--- src/rtl/id_operand_hold_if.sv ---
// Operand-hold bus: forwarding/regfile/snoop inputs and resolved operands out.
// Falls back to a 6-bit stall bus when the pipeline defines are not loaded.
`ifndef StallBus
`define StallBus 5:0
`endif
`ifndef Stop
`define Stop 1'b1
`endif
`ifndef NoStop
`define NoStop 1'b0
`endif

interface id_operand_hold_if;
    logic             flush;
    logic [`StallBus] stall;
    logic [4:0]       rs_rf_raddr;
    logic [4:0]       rt_rf_raddr;
    logic [31:0]      rs_rf_rdata;
    logic [31:0]      rt_rf_rdata;
    logic             sel_rs_forward_r;
    logic             sel_rt_forward_r;
    logic [31:0]      rs_forward_data_r;
    logic [31:0]      rt_forward_data_r;
    logic             mem_we;
    logic [4:0]       mem_waddr;
    logic [31:0]      mem_wdata;
    logic             wb_we;
    logic [4:0]       wb_waddr;
    logic [31:0]      wb_wdata;
    logic [31:0]      rs_data;
    logic [31:0]      rt_data;
    logic             hold_active;
    logic [7:0]       hold_cycles;

    modport master (
        output flush, stall, rs_rf_raddr, rt_rf_raddr, rs_rf_rdata, rt_rf_rdata,
               sel_rs_forward_r, sel_rt_forward_r, rs_forward_data_r, rt_forward_data_r,
               mem_we, mem_waddr, mem_wdata, wb_we, wb_waddr, wb_wdata,
        input  rs_data, rt_data, hold_active, hold_cycles
    );

    modport slave (
        input  flush, stall, rs_rf_raddr, rt_rf_raddr, rs_rf_rdata, rt_rf_rdata,
               sel_rs_forward_r, sel_rt_forward_r, rs_forward_data_r, rt_forward_data_r,
               mem_we, mem_waddr, mem_wdata, wb_we, wb_waddr, wb_wdata,
        output rs_data, rt_data, hold_active, hold_cycles
    );
endinterface

--- src/rtl/id_operand_hold.sv ---
// ID-stage operand hold: latches resolved rs/rt while ID stalls and snoops MEM/WB writes.
// Optional stall-cycle counter enabled by defining OPERAND_HOLD_STATS_EN.
module id_operand_hold (
    input  logic              clk,
    input  logic              rst,
    id_operand_hold_if.slave  bus
);
    // state   | meaning
    // ST_RUN  | operands come straight from forwarding/regfile (live)
    // ST_HOLD | ID stalled; operands come from hold regs refreshed by snoop
    typedef enum logic {ST_RUN = 1'b0, ST_HOLD = 1'b1} state_t;

    state_t      r_state;
    logic        r_hold_active;
    logic [31:0] r_hold_rs;
    logic [31:0] r_hold_rt;

    logic        w_stall_id;
    logic        w_unused_stall;
    logic [31:0] w_live_rs;
    logic [31:0] w_live_rt;
    logic [31:0] w_held_rs;
    logic [31:0] w_held_rt;

    assign w_stall_id     = (bus.stall[2] == `Stop);
    assign w_unused_stall = ^bus.stall;

    always_comb begin
        w_live_rs = bus.rs_rf_rdata;
        if (bus.rs_rf_raddr == 5'd0)
            w_live_rs = 32'd0;
        else if (bus.sel_rs_forward_r)
            w_live_rs = bus.rs_forward_data_r;
        else if (bus.wb_we && (bus.wb_waddr == bus.rs_rf_raddr))
            w_live_rs = bus.wb_wdata;

        w_live_rt = bus.rt_rf_rdata;
        if (bus.rt_rf_raddr == 5'd0)
            w_live_rt = 32'd0;
        else if (bus.sel_rt_forward_r)
            w_live_rt = bus.rt_forward_data_r;
        else if (bus.wb_we && (bus.wb_waddr == bus.rt_rf_raddr))
            w_live_rt = bus.wb_wdata;
    end

    // MEM is the younger producer, so it beats WB on an address tie
    always_comb begin
        w_held_rs = r_hold_rs;
        if (bus.rs_rf_raddr == 5'd0)
            w_held_rs = 32'd0;
        else if (bus.mem_we && (bus.mem_waddr == bus.rs_rf_raddr))
            w_held_rs = bus.mem_wdata;
        else if (bus.wb_we && (bus.wb_waddr == bus.rs_rf_raddr))
            w_held_rs = bus.wb_wdata;

        w_held_rt = r_hold_rt;
        if (bus.rt_rf_raddr == 5'd0)
            w_held_rt = 32'd0;
        else if (bus.mem_we && (bus.mem_waddr == bus.rt_rf_raddr))
            w_held_rt = bus.mem_wdata;
        else if (bus.wb_we && (bus.wb_waddr == bus.rt_rf_raddr))
            w_held_rt = bus.wb_wdata;
    end

    assign bus.rs_data     = (r_state == ST_HOLD) ? w_held_rs : w_live_rs;
    assign bus.rt_data     = (r_state == ST_HOLD) ? w_held_rt : w_live_rt;
    assign bus.hold_active = r_hold_active;

    always_ff @(posedge clk) begin
        if (rst || bus.flush) begin
            r_state       <= ST_RUN;
            r_hold_active <= 1'b0;
            r_hold_rs     <= 32'd0;
            r_hold_rt     <= 32'd0;
        end else begin
            case (r_state)
                ST_RUN: begin
                    if (w_stall_id) begin
                        r_state       <= ST_HOLD;
                        r_hold_active <= 1'b1;
                        r_hold_rs     <= w_live_rs;
                        r_hold_rt     <= w_live_rt;
                    end
                end
                ST_HOLD: begin
                    if (w_stall_id) begin
                        r_hold_rs <= w_held_rs;
                        r_hold_rt <= w_held_rt;
                    end else begin
                        r_state       <= ST_RUN;
                        r_hold_active <= 1'b0;
                    end
                end
                default: begin
                    r_state       <= ST_RUN;
                    r_hold_active <= 1'b0;
                end
            endcase
        end
    end

`ifdef OPERAND_HOLD_STATS_EN
    logic [7:0] r_hold_cycles;

    // saturating; deliberately kept across release so software can read it later
    always_ff @(posedge clk) begin
        if (rst || bus.flush)
            r_hold_cycles <= 8'd0;
        else if ((r_state == ST_HOLD) && (r_hold_cycles != 8'hFF))
            r_hold_cycles <= r_hold_cycles + 8'd1;
    end

    assign bus.hold_cycles = r_hold_cycles;
`else
    assign bus.hold_cycles = 8'h00;
`endif

endmodule

--- src/flat_wrapper.sv ---
// flat-port wrapper written by rule: the top's interface ports become plain ports
module id_operand_hold_flat 
  (clk, rst, bus_flush, bus_stall, bus_rs_rf_raddr, bus_rt_rf_raddr, bus_rs_rf_rdata, bus_rt_rf_rdata, bus_sel_rs_forward_r, bus_sel_rt_forward_r, bus_rs_forward_data_r, bus_rt_forward_data_r, bus_mem_we, bus_mem_waddr, bus_mem_wdata, bus_wb_we, bus_wb_waddr, bus_wb_wdata, bus_rs_data, bus_rt_data, bus_hold_active, bus_hold_cycles);
  id_operand_hold_if bus_i ();
  input  logic clk;
  input  logic rst;
  input wire logic [$bits(bus_i.flush)-1:0] bus_flush;
  input wire logic [$bits(bus_i.stall)-1:0] bus_stall;
  input wire logic [$bits(bus_i.rs_rf_raddr)-1:0] bus_rs_rf_raddr;
  input wire logic [$bits(bus_i.rt_rf_raddr)-1:0] bus_rt_rf_raddr;
  input wire logic [$bits(bus_i.rs_rf_rdata)-1:0] bus_rs_rf_rdata;
  input wire logic [$bits(bus_i.rt_rf_rdata)-1:0] bus_rt_rf_rdata;
  input wire logic [$bits(bus_i.sel_rs_forward_r)-1:0] bus_sel_rs_forward_r;
  input wire logic [$bits(bus_i.sel_rt_forward_r)-1:0] bus_sel_rt_forward_r;
  input wire logic [$bits(bus_i.rs_forward_data_r)-1:0] bus_rs_forward_data_r;
  input wire logic [$bits(bus_i.rt_forward_data_r)-1:0] bus_rt_forward_data_r;
  input wire logic [$bits(bus_i.mem_we)-1:0] bus_mem_we;
  input wire logic [$bits(bus_i.mem_waddr)-1:0] bus_mem_waddr;
  input wire logic [$bits(bus_i.mem_wdata)-1:0] bus_mem_wdata;
  input wire logic [$bits(bus_i.wb_we)-1:0] bus_wb_we;
  input wire logic [$bits(bus_i.wb_waddr)-1:0] bus_wb_waddr;
  input wire logic [$bits(bus_i.wb_wdata)-1:0] bus_wb_wdata;
  output wire logic [$bits(bus_i.rs_data)-1:0] bus_rs_data;
  output wire logic [$bits(bus_i.rt_data)-1:0] bus_rt_data;
  output wire logic [$bits(bus_i.hold_active)-1:0] bus_hold_active;
  output wire logic [$bits(bus_i.hold_cycles)-1:0] bus_hold_cycles;
  assign bus_i.flush = bus_flush;
  assign bus_i.stall = bus_stall;
  assign bus_i.rs_rf_raddr = bus_rs_rf_raddr;
  assign bus_i.rt_rf_raddr = bus_rt_rf_raddr;
  assign bus_i.rs_rf_rdata = bus_rs_rf_rdata;
  assign bus_i.rt_rf_rdata = bus_rt_rf_rdata;
  assign bus_i.sel_rs_forward_r = bus_sel_rs_forward_r;
  assign bus_i.sel_rt_forward_r = bus_sel_rt_forward_r;
  assign bus_i.rs_forward_data_r = bus_rs_forward_data_r;
  assign bus_i.rt_forward_data_r = bus_rt_forward_data_r;
  assign bus_i.mem_we = bus_mem_we;
  assign bus_i.mem_waddr = bus_mem_waddr;
  assign bus_i.mem_wdata = bus_mem_wdata;
  assign bus_i.wb_we = bus_wb_we;
  assign bus_i.wb_waddr = bus_wb_waddr;
  assign bus_i.wb_wdata = bus_wb_wdata;
  assign bus_rs_data = bus_i.rs_data;
  assign bus_rt_data = bus_i.rt_data;
  assign bus_hold_active = bus_i.hold_active;
  assign bus_hold_cycles = bus_i.hold_cycles;
  id_operand_hold u_core (.clk(clk), .rst(rst), .bus(bus_i));
endmodule
--- config.mk ---
export PLATFORM = sky130hd
export DESIGN_NAME = id_operand_hold_flat
export DESIGN_NICKNAME = d
export VERILOG_FILES = /design/src/rtl/id_operand_hold_if.sv /design/src/rtl/id_operand_hold.sv /design/src/flat_wrapper.sv
export SDC_FILE = /design/constraint.sdc
export NUM_CORES = 1
export LEC_CHECK = 0
export ABC_AREA = 1
export BUFFER_PORTS_ARGS = -buffer_cell sky130_fd_sc_hd__buf_2
export CAP_MARGIN = 20
export CORE_MARGIN = 10
export CORE_UTILIZATION = 35
export DETAILED_ROUTE_END_ITERATION = 10
export PLACE_DENSITY = 0.69
export SETUP_SLACK_MARGIN = 0.1
export SLEW_MARGIN = 20
export SYNTH_ARGS = -nofsm -noshare
export SYNTH_HDL_FRONTEND = slang
export SYNTH_SLANG_ARGS = --single-unit
--- constraint.sdc ---
create_clock -name clk -period 3.6 [get_ports clk]
set_input_delay 0.36 -clock clk [delete_from_list [all_inputs] [get_ports clk]]
set_output_delay 0.36 -clock clk [all_outputs]
set_load 0.02 [all_outputs]
=== Yosys cells after proc, flatten, opt, wreduce, memory -nomap -nowiden ===
Cells that the tools add are included.
Widths: inputs -> output; s select.

* Bits in registers: 66
* Input port bits: 225

* Equal/unequal tests: 7
* Muxes and demuxes: 24
* Bitwise gates (word level): 1
* Reductions and logical operators: 9

{| class="wikitable"
|+ Operators with widths
! kind !! count
|-
| $mux 32 || 18
|-
| $pmux 32 s2 || 2
|-
| $eq 5x5->1 || 4
|-
| $logic_not 5->1 || 2
|-
| $ne 2x2->1 const B || 3
|-
| $logic_and 1x1->1 || 4
|-
| $reduce_and 2->1 || 2
|-
| $mux 1 || 3
|-
| $pmux 1 s2 || 1
|-
| $logic_or 1x1->1 || 1
|-
| $not 1->1 || 1
|}

=== Logic depth before layout (Yosys ltp) ===
Gate-level depths: netlist of the first run.

* Depth after elaboration: 7
* Gate-level depth with buffers: 12

=== Least setup slack after synthesis of the first run ===
OpenSTA, ideal clock, no wires.

* Path type: reg-to-reg
* Start point: reg u_core.r_state
* End point: reg u_core.r_hold_rt[10]
* Arrival time: 1.713 ns
* Required time: 3.463 ns
* Slack: 1.749 ns
* Stages on the path, launching flop included: 8
* Path through: dfxtp_1 inv_1 clkbuf_1 ha_1 nor2_1 clkbuf_1 clkbuf_1 a21oi_2

* Longest elaborated chain between the ends: 3
* Elaborated cells on any way between the ends: 5
* Classes of those cells: 2 x eq/ne; 1 x mux; 1 x bitwise; 1 x reduce/logical

{| class="wikitable"
|+ Ends and longest elaborated chain
! item !! line !! source
|-
| start, declared || id_operand_hold.sv:13 || <nowiki>state_t r_state;</nowiki>
|-
| start signal, assigned || id_operand_hold.sv:71 || <nowiki>r_state <= ST_RUN;</nowiki>
|-
| start signal, assigned || id_operand_hold.sv:79 || <nowiki>r_state <= ST_HOLD;</nowiki>
|-
| start signal, assigned || id_operand_hold.sv:90 || <nowiki>r_state <= ST_RUN;</nowiki>
|-
| $not 1->1 || id_operand_hold.sv:76 || <nowiki>case (r_state)</nowiki>
|-
| $ne 2x2->1 (no line) || n/a ||
|-
| $reduce_and 2->1 (no line) || n/a ||
|-
| end signal, assigned || id_operand_hold.sv:82 || <nowiki>r_hold_rt <= w_live_rt;</nowiki>
|-
| end signal, assigned || id_operand_hold.sv:88 || <nowiki>r_hold_rt <= w_held_rt;</nowiki>
|-
| end, declared || id_operand_hold.sv:16 || <nowiki>logic [31:0] r_hold_rt;</nowiki>
|}

Parallel ways exist; a longest one is shown, timed or not.
A chain may end at the register's enable or synchronous reset.

=== Worst setup path after layout of the first run ===
* Start point: in bus_rt_rf_raddr[0]
* End point: out bus_rt_data[20]

* Longest elaborated chain between the ends: 6
* Elaborated cells on any way between the ends: 12
* Classes of those cells: 2 x eq/ne; 7 x mux; 3 x reduce/logical

{| class="wikitable"
|+ Ends and longest elaborated chain
! item !! line !! source
|-
| start, declared || flat_wrapper.sv:10 || <nowiki>input wire logic [$bits(bus_i.rt_rf_raddr)-1:0] bus_rt_rf_raddr;</nowiki>
|-
| $eq 5x5->1 || id_operand_hold.sv:42, id_operand_hold.sv:61 ||
|-
| $logic_and 1x1->1 || id_operand_hold.sv:42, id_operand_hold.sv:61 ||
|-
| $mux 32, on equally long branches || id_operand_hold.sv:42, id_operand_hold.sv:61 ||
|-
| $mux 32, on equally long branches || id_operand_hold.sv:40, id_operand_hold.sv:59 ||
|-
| $mux 32, on equally long branches || id_operand_hold.sv:38, id_operand_hold.sv:57 ||
|-
| $mux 32 (*) || id_operand_hold.sv:66 || <nowiki>assign bus.rt_data = (r_state == ST_HOLD) ? w_held_rt : w_live_rt;</nowiki>
|-
| end, declared || flat_wrapper.sv:24 || <nowiki>output wire logic [$bits(bus_i.rt_data)-1:0] bus_rt_data;</nowiki>
|}

Mark *: on every way between the ends. The rest lies on a longest branch, timed or not.

==> results of run 1 <==
kinds of logic after synthesis:
group / count (synthesis)
simple gates: 921
buf+inv: 188
compound gates: 136
flops: 66
fa+ha+maj: 2
other cells: 1
per-stage QoR:
step	hold WS [ns]	setup WS, ns	area, um^2	total power [uW]
final	0.267	0.748	8760	2620
after global routing	0.240	0.527	8760	2780
after CTS	0.236	0.759	8760	2640
after detailed placement	0.528	0.767	8460	1730
after global placement	0.519	0.799	8460	1720
after floorplan	0.437	1.75	7000	1400
final timing paths:
check                 startpoint                   end  slack [ns]
min reg2reg  u_core.r_hold_rs[0]   u_core.r_hold_rs[0]        0.54
max           bus_rt_rf_raddr[0]       bus_rt_data[20]        0.75
max reg2reg       u_core.r_state  u_core.r_hold_rt[16]        1.48
min                          rst        u_core.r_state        0.27
power groups by stage:
| stage | Clock, uW | Sequential (uW) | Combinational [uW] |
|---|---|---|---|
| global route | 951 | 794 | 1040 |
| finish | 896 | 790 | 932 |
| global placement | 0 | 803 | 922 |
| floorplan | 0 | 801 | 601 |
| CTS | 921 | 789 | 932 |
| detailed placement | 0 | 804 | 929 |
critical path, stage by stage:
cell and delay [ns]:
buf_2 0.12, inv_1 0.06, nand2_1 0.05, nand2_1 0.04
nor2_1 0.17, nand3_2 0.62, buf_12 0.43, nor2_1 0.10
nor2_1 0.05, nand2_1 0.09, nand2_1 0.05, nand2_1 0.09
inv_1 0.07, buf_2 0.16
per-layer routing:
layer  wire length (um)  part of all wire, %
met1              12000                   43
met2              13000                   47
met3               2380                  8.6
met4                476                  1.7
met5                  0                    0
registers in the layout, summed over array words and instances, names as in the netlist:
| signal | count |
|---|---|
| u_core.bus.hold_active | 1 |
| u_core.r_state | 1 |
| u_core.r_hold_rs | 32 |
| u_core.r_hold_rt | 32 |
layout make-up:
type | instances | area (um^2) | area share, %
inverter | 91 | 342 | 3.90
multi-input combinational | 1067 | 4820 | 55.0
tap | 265 | 332 | 3.78
clock inverter | 2 | 35.0 | 0.400
timing repair buffer | 303 | 1650 | 18.8
sequential | 66 | 1320 | 15.1
clock buffer | 14 | 264 | 3.01
cell usage in the layout, fill, tap and decap left out, drive strengths merged:
master and instances:
conb 8, nand4 2, a21oi 69, nor3 1
inv 91, clkinv 1, clkbuf 14, buf 303
ha 2, nor2 278, dfxtp 66, nand2 442
nand3 198, bufinv 1, o21ai 67
==> reports/qor.csv, run 1 <==
stage,metric,value,unit
sta,setup_viol,0,
finish,stdcell_count,1808,
sta,fin_crit_sh,79.2,%
global_route,grt_max_degree,66,
finish,antenna_cells,0,
setup_path,startpoint_type,input pin,
placement,dp_hpwl,20400,um
die,rows,51,
global_route,met2_usage,33.8,%
power,powerDensity,299,mW/mm^2
global_route,antenna_found_initial,0,
sta,max_slew.worst_pin.slew,1.01,ns
route,postRouteAntennaNets,0,
cts,clk_path_buf_depth,2,
logic_synthesis,synth-simple-area-share,56.2,%
setup_path,arrival,2.49,ns
sta,skew,0.00701,ns
cts,clock_sinks,66,
logic_synthesis,muxShareOfSynthArea,0,%
logic_synthesis,synth_edf_count,0,
hold_path,hold_path_class,input pin to register,
logic_synthesis,synth_cell_types,22,
die,coreArea,0.0195,mm^2
placement,gp_congestion,0.882,
finish,drive_gt1_share,26.3,%
sta,rsz0062_at_grt,no,
cts,cts_buffers,9,
sta,tns,0,ns
power,power_switching,948,uW
logic_synthesis,synthAdderAreaFrac,0.359,%
cts,htree_levels,3,
route,avgRoutedWirePerCell,15.4,um
power,combPwrFrac,35.6,%
sta,fin_crit,2.85,ns
logic_synthesis,yosysTopAreaCellShare,23.8,%
cts,cts-root-buf,clkbuf_16,
die,die_y,161,um
finish,utilization,44.9,%
global_route,use_met3,5.57,%
finish,num-nets-final,1765,
global_route,grt_pass1_vias,8549,
placement,dp_cells,1792,
logic_synthesis,synth-seq-cells,66,
route,vias,9001,
hold_path,holdPathStages,2,
power,pwr-share-seq,30.2,%
die,dieArea,0.0260,mm^2
die,start_util,35.7,%
global_route,grt_use_total,20.3,%
setup_path,critPathCaptureType,output port,
power,p_int,1670,uW
logic_synthesis,synthXorXnorAreaFrac,0,%
logic_synthesis,synthArstFlopShare,0,%
sta,hold_viol_final,0,
sta,slew_headroom,32.6,%
route,routed_wl,27800,um
logic_synthesis,synthTopCellsByArea,"nand2_1 (24%), dfxtp_1 (19%), nor2_1 (15%)",
setup_path,worstPathRequired,3.24,ns
route,drt_iter0_drc,745,
logic_synthesis,yosysWarnings,0,
logic_synthesis,syn-instance-count,1314,
cts,cts_tree,yes,
logic_synthesis,synth_flop_cell,dfxtp_1,
global_route,grt_pass1_wl,43900,um
logic_synthesis,syn_area,0.00697,mm^2
cts,clock_latency,0.33,ns
logic_synthesis,synth_top_family_by_area,simple AND/OR/NAND/NOR gates,
cts,cts-resized-gates,0,
logic_synthesis,synth_common_cells,"nand2_1 (442), nor2_1 (274), nand3_1 (164)",
finish,area_delta_synth_final,25.6,%
setup_path,critical_path_class,input pin to output port,
power,p_leak,0.00503,uW
placement,io_buffers,284,
logic_synthesis,synth_top_area_cell,nand2_1,
die,die_w,161,um
logic_synthesis,yosysSeqAreaShare,18.9,%
cts,cts.clk_slew.worst_paths,0.05,ns
logic_synthesis,synth_compound_area_share,11.9,%
finish,fillers,2178,
cts,ctsHoldBuffers,0,
route,avgViaCountPerCell,4.98,
global_route,top_usage_layer,met2,
global_route,use_met1,25.1,%
setup_path,path_max_fanout,33,
power,switching_share,36.2,%
setup_path,ff2ff_path_depth,6,
route,first_pass_iters,5,
status,status,"finished, final reports clean",
power,clkPwrFrac,34.2,%
sta,final_max_slew_viol_count,0,
sta,fmax,351,MHz
logic_synthesis,postSynthAreaPerCell,5.31,um^2
cts,cts_setup_buffers,0,
logic_synthesis,synth_most_common_cell,nand2_1,
power,peakVddDrop,0.248,mV
route,drc,0,
global_route,gr-total-overflow,0,
die,io_pins,298,
run,drv_cap,0,
Power figures use the tool's default switching activity.
==> run 2, diff against run 1 <==
- ABC_AREA: 1 -> 0
- PLACE_DENSITY: 0.69 -> 0.68
- clock period: 3.6 -> 2.81 ns (I/O delays scaled with it)
==> run 2 against run 1 <==
- largest power group unchanged
- clock power is 25% higher
- non-clock buffer count up 19
- synthesized cell count decreased by 23%
- critical path type unchanged
- wire length rose by 27%
==> reports/qor.csv, run 2 <==
stage,metric,value,unit,change
logic_synthesis,synthTopCellsByArea,"dfxtp_1 (18%), o211ai_1 (13%), o311ai_1 (7.5%)",,
logic_synthesis,synth-seq-cells,66,,unchanged
route,routed_wl,35500,um,+27%
global_route,grt_max_degree,65,,-1.5%
power,pwr-share-seq,29.9,%,-0.3 points
setup_path,critPathCaptureType,output port,,
setup_path,cp_common_cell,buf_2,,
logic_synthesis,yosysWarnings,0,,unchanged
sta,tns,0,ns,unchanged
power,combPwrFrac,36.5,%,+0.9 points
cts,cts_buffers,9,,unchanged
power,power_switching,1280,uW,+35%
route,drc,0,,unchanged
setup_path,path_buf_inv,3,,-2
global_route,use_met1,28.1,%,+3.1 points
sta,fmax,382,MHz,
logic_synthesis,syn_area,0.00731,mm^2,+4.8%
hold_path,hold_path_class,input pin to register,,
finish,num-nets-final,1452,,-18%
setup_path,ff2ff_path_depth,6,,unchanged
finish,final_cell_mix,"buf_2 (284), o211ai_1 (123), o21ai_0 (86)",,
cts,clock_sinks,66,,unchanged
sta,rsz0062_at_grt,no,,
global_route,top_usage_layer,met2,,
die,rows,52,,+2.0%
logic_synthesis,synth_top_area_cell,dfxtp_1,,
route,avgViaCountPerCell,6.47,,+30%
sta,max_slew.worst_pin.slew,0.749,ns,-0.260 ns
setup_path,crit_path_max_incr_delay,0.35,ns,-0.27 ns
route,postRouteAntennaNets,0,,unchanged
die,dieArea,0.0271,mm^2,+4.2%
cts,cts_tree,yes,,
die,coreArea,0.0204,mm^2,+4.3%
power,switching_share,38.2,%,+2.0 points
finish,drive_gt1_share,29.2,%,+2.8 points
global_route,met2_usage,40.5,%,+6.8 points
route,drt_iter0_drc,1028,,+38%
logic_synthesis,postSynthAreaPerCell,7.23,um^2,+36%
die,die_w,165,um,+2.1%
power,clkPwrFrac,33.6,%,-0.6 points
cts,cts-resized-gates,0,,unchanged
setup_path,critical_path_class,input pin to output port,,
finish,area_delta_synth_final,27.2,%,
cts,htree_levels,3,,unchanged
placement,io_buffers,284,,unchanged
logic_synthesis,synth_common_cells,"o211ai_1 (123), o21ai_0 (86), clkbuf_1 (68), nand2_1 (68), dfxtp_1 (66)",,
route,first_pass_iters,5,,unchanged
cts,ctsHoldBuffers,0,,unchanged
logic_synthesis,syn-instance-count,1011,,-23%
logic_synthesis,synth_cell_types,41,,+86%
run,drv_cap,0,,unchanged
logic_synthesis,synthArstFlopShare,0,%,unchanged
cts,clock_latency,0.34,ns,about the same
global_route,antenna_found_initial,8,,+8
global_route,use_met3,6.90,%,+1.3 points
sta,slew_headroom,49.7,%,+17 points
status,status,"finished, final reports clean",,
sta,skew,0.0117,ns,+0.00465 ns
sta,hold_viol_final,0,,unchanged
die,die_y,165,um,+2.1%
cts,cts.clk_slew.worst_paths,0.06,ns,about the same
die,io_pins,298,,unchanged
power,p_leak,0.00409,uW,-19%
logic_synthesis,synth_most_common_cell,o211ai_1,,
route,vias,9720,,+8.0%
sta,setup_viol,0,,unchanged
logic_synthesis,synth_edf_count,0,,unchanged
setup_path,crit_path_top_delay_cell,and2_2,,
setup_path,worstPathRequired,2.53,ns,-0.71 ns
global_route,grt_use_total,24.4,%,+4.1 points
hold_path,holdPathStages,2,,unchanged
logic_synthesis,yosysTopAreaCellShare,18.1,%,-5.7 points
setup_path,path_max_fanout,28,,-15%
cts,cts-root-buf,clkbuf_16,,
setup_path,path_depth,8,,-6
power,p_int,2060,uW,+24%
finish,mostFrequentLayoutCell,buf_2,,
placement,dp_hpwl,26300,um,+29%
power,powerDensity,359,mW/mm^2,+20%
setup_path,arrival,2.33,ns,-0.16 ns
power,peakVddDrop,0.259,mV,+4.3%
die,start_util,35.9,%,+0.18 points
global_route,grt_pass1_vias,9472,,+11%
sta,final_max_slew_viol_count,0,,unchanged
global_route,grt_pass1_wl,52600,um,+20%
sta,fin_crit_sh,93.1,%,
logic_synthesis,synth_flop_cell,dfxtp_1,,
route,avgRoutedWirePerCell,23.6,um,+53%
sta,fin_crit,2.62,ns,
cts,cts_setup_buffers,0,,unchanged
cts,clk_path_buf_depth,2,,unchanged
finish,top_regs,"u_core.r_hold_rs (32), u_core.r_hold_rt (32)",,
setup_path,startpoint_type,input pin,,
setup_path,path_delay_family,simple AND/OR/NAND/NOR gates,,
setup_path,worstPathCellList,buf_2 -> xnor2_1 -> and2_2 -> nand2_1 -> buf_12 -> a211oi_1 -> o21ai_0 -> buf_2,,
logic_synthesis,yosysSeqAreaShare,18.1,%,-0.87 points
power,totalPowerFinal,3340,uW,+28%
placement,gp_congestion,0.944,,+7.0%
global_route,gr-total-overflow,0,,unchanged
==> run 2: final timing paths <==
path                        start  slack [ns]              endpoint
max            bus_rs_rf_raddr[0]        0.19       bus_rs_data[31]
min                           rst        0.21        u_core.r_state
max reg2reg        u_core.r_state        0.69   u_core.r_hold_rs[0]
min reg2reg  u_core.r_hold_rt[31]        0.48  u_core.r_hold_rt[31]
==> run 2: logic make-up after synthesis <==
logic type                 synth area share [%]
AOI/OAI and AO/OA                          55.4
and+or+nand+nor                            14.8
buffers and inverters                      8.92
DFF                                        18.1
xor gates and xnor gates                   2.40
adders and majority gates                 0.342
other                                    0.0513
==> run 2: final cells by class <==
class | count | area, um^2
antenna | 5 | 12.5
timing repair buffer | 322 | 1870
tap | 270 | 338
sequential | 66 | 1320
inverter | 15 | 56.3
clock buffer | 12 | 267
multi-input combinational | 811 | 5420
fill | 2101 | 11100
clock inverter | 2 | 12.5
==> run 2: worst reg2reg max path, stage by stage (launching register included) <==
cell      delay [ns]
dfxtp_1         0.31
buf_4           0.17
ha_1            0.23
nor4_4          0.65
buf_12          0.31
o211ai_1        0.16
o211ai_1        0.20
==> run 2: power by group through the flow <==
stage | clock network (uW) | registers, uW | logic (uW)
floorplan | 0 | 1020 | 685
global placement | 0 | 1020 | 1200
detailed placement | 0 | 1020 | 1210
CTS | 1130 | 999 | 1210
global route | 1160 | 1000 | 1310
finish | 1120 | 1000 | 1220
==> run 2: routing by layer <==
metal | vias up | share of wire (%)
met5 | - | 0.11
met4 | 6 | 5.0
met3 | 93 | 10
met2 | 599 | 47
met1 | 4542 | 37
li1 | 4480 | -
==> run 2: metrics by stage <==
stage	area (um^2)	worst slack [ns]	hold WS, ns	utilization [%]	std cells
floorplan	7340	0.718	0.358	-	1018
global placement	9010	0.324	0.459	44.2	1484
detailed placement	9010	0.305	0.464	44.2	1484
CTS	9290	0.284	0.197	45.6	1498
global route	9290	0.137	0.222	45.6	1499
finish	9300	0.194	0.206	45.7	1503
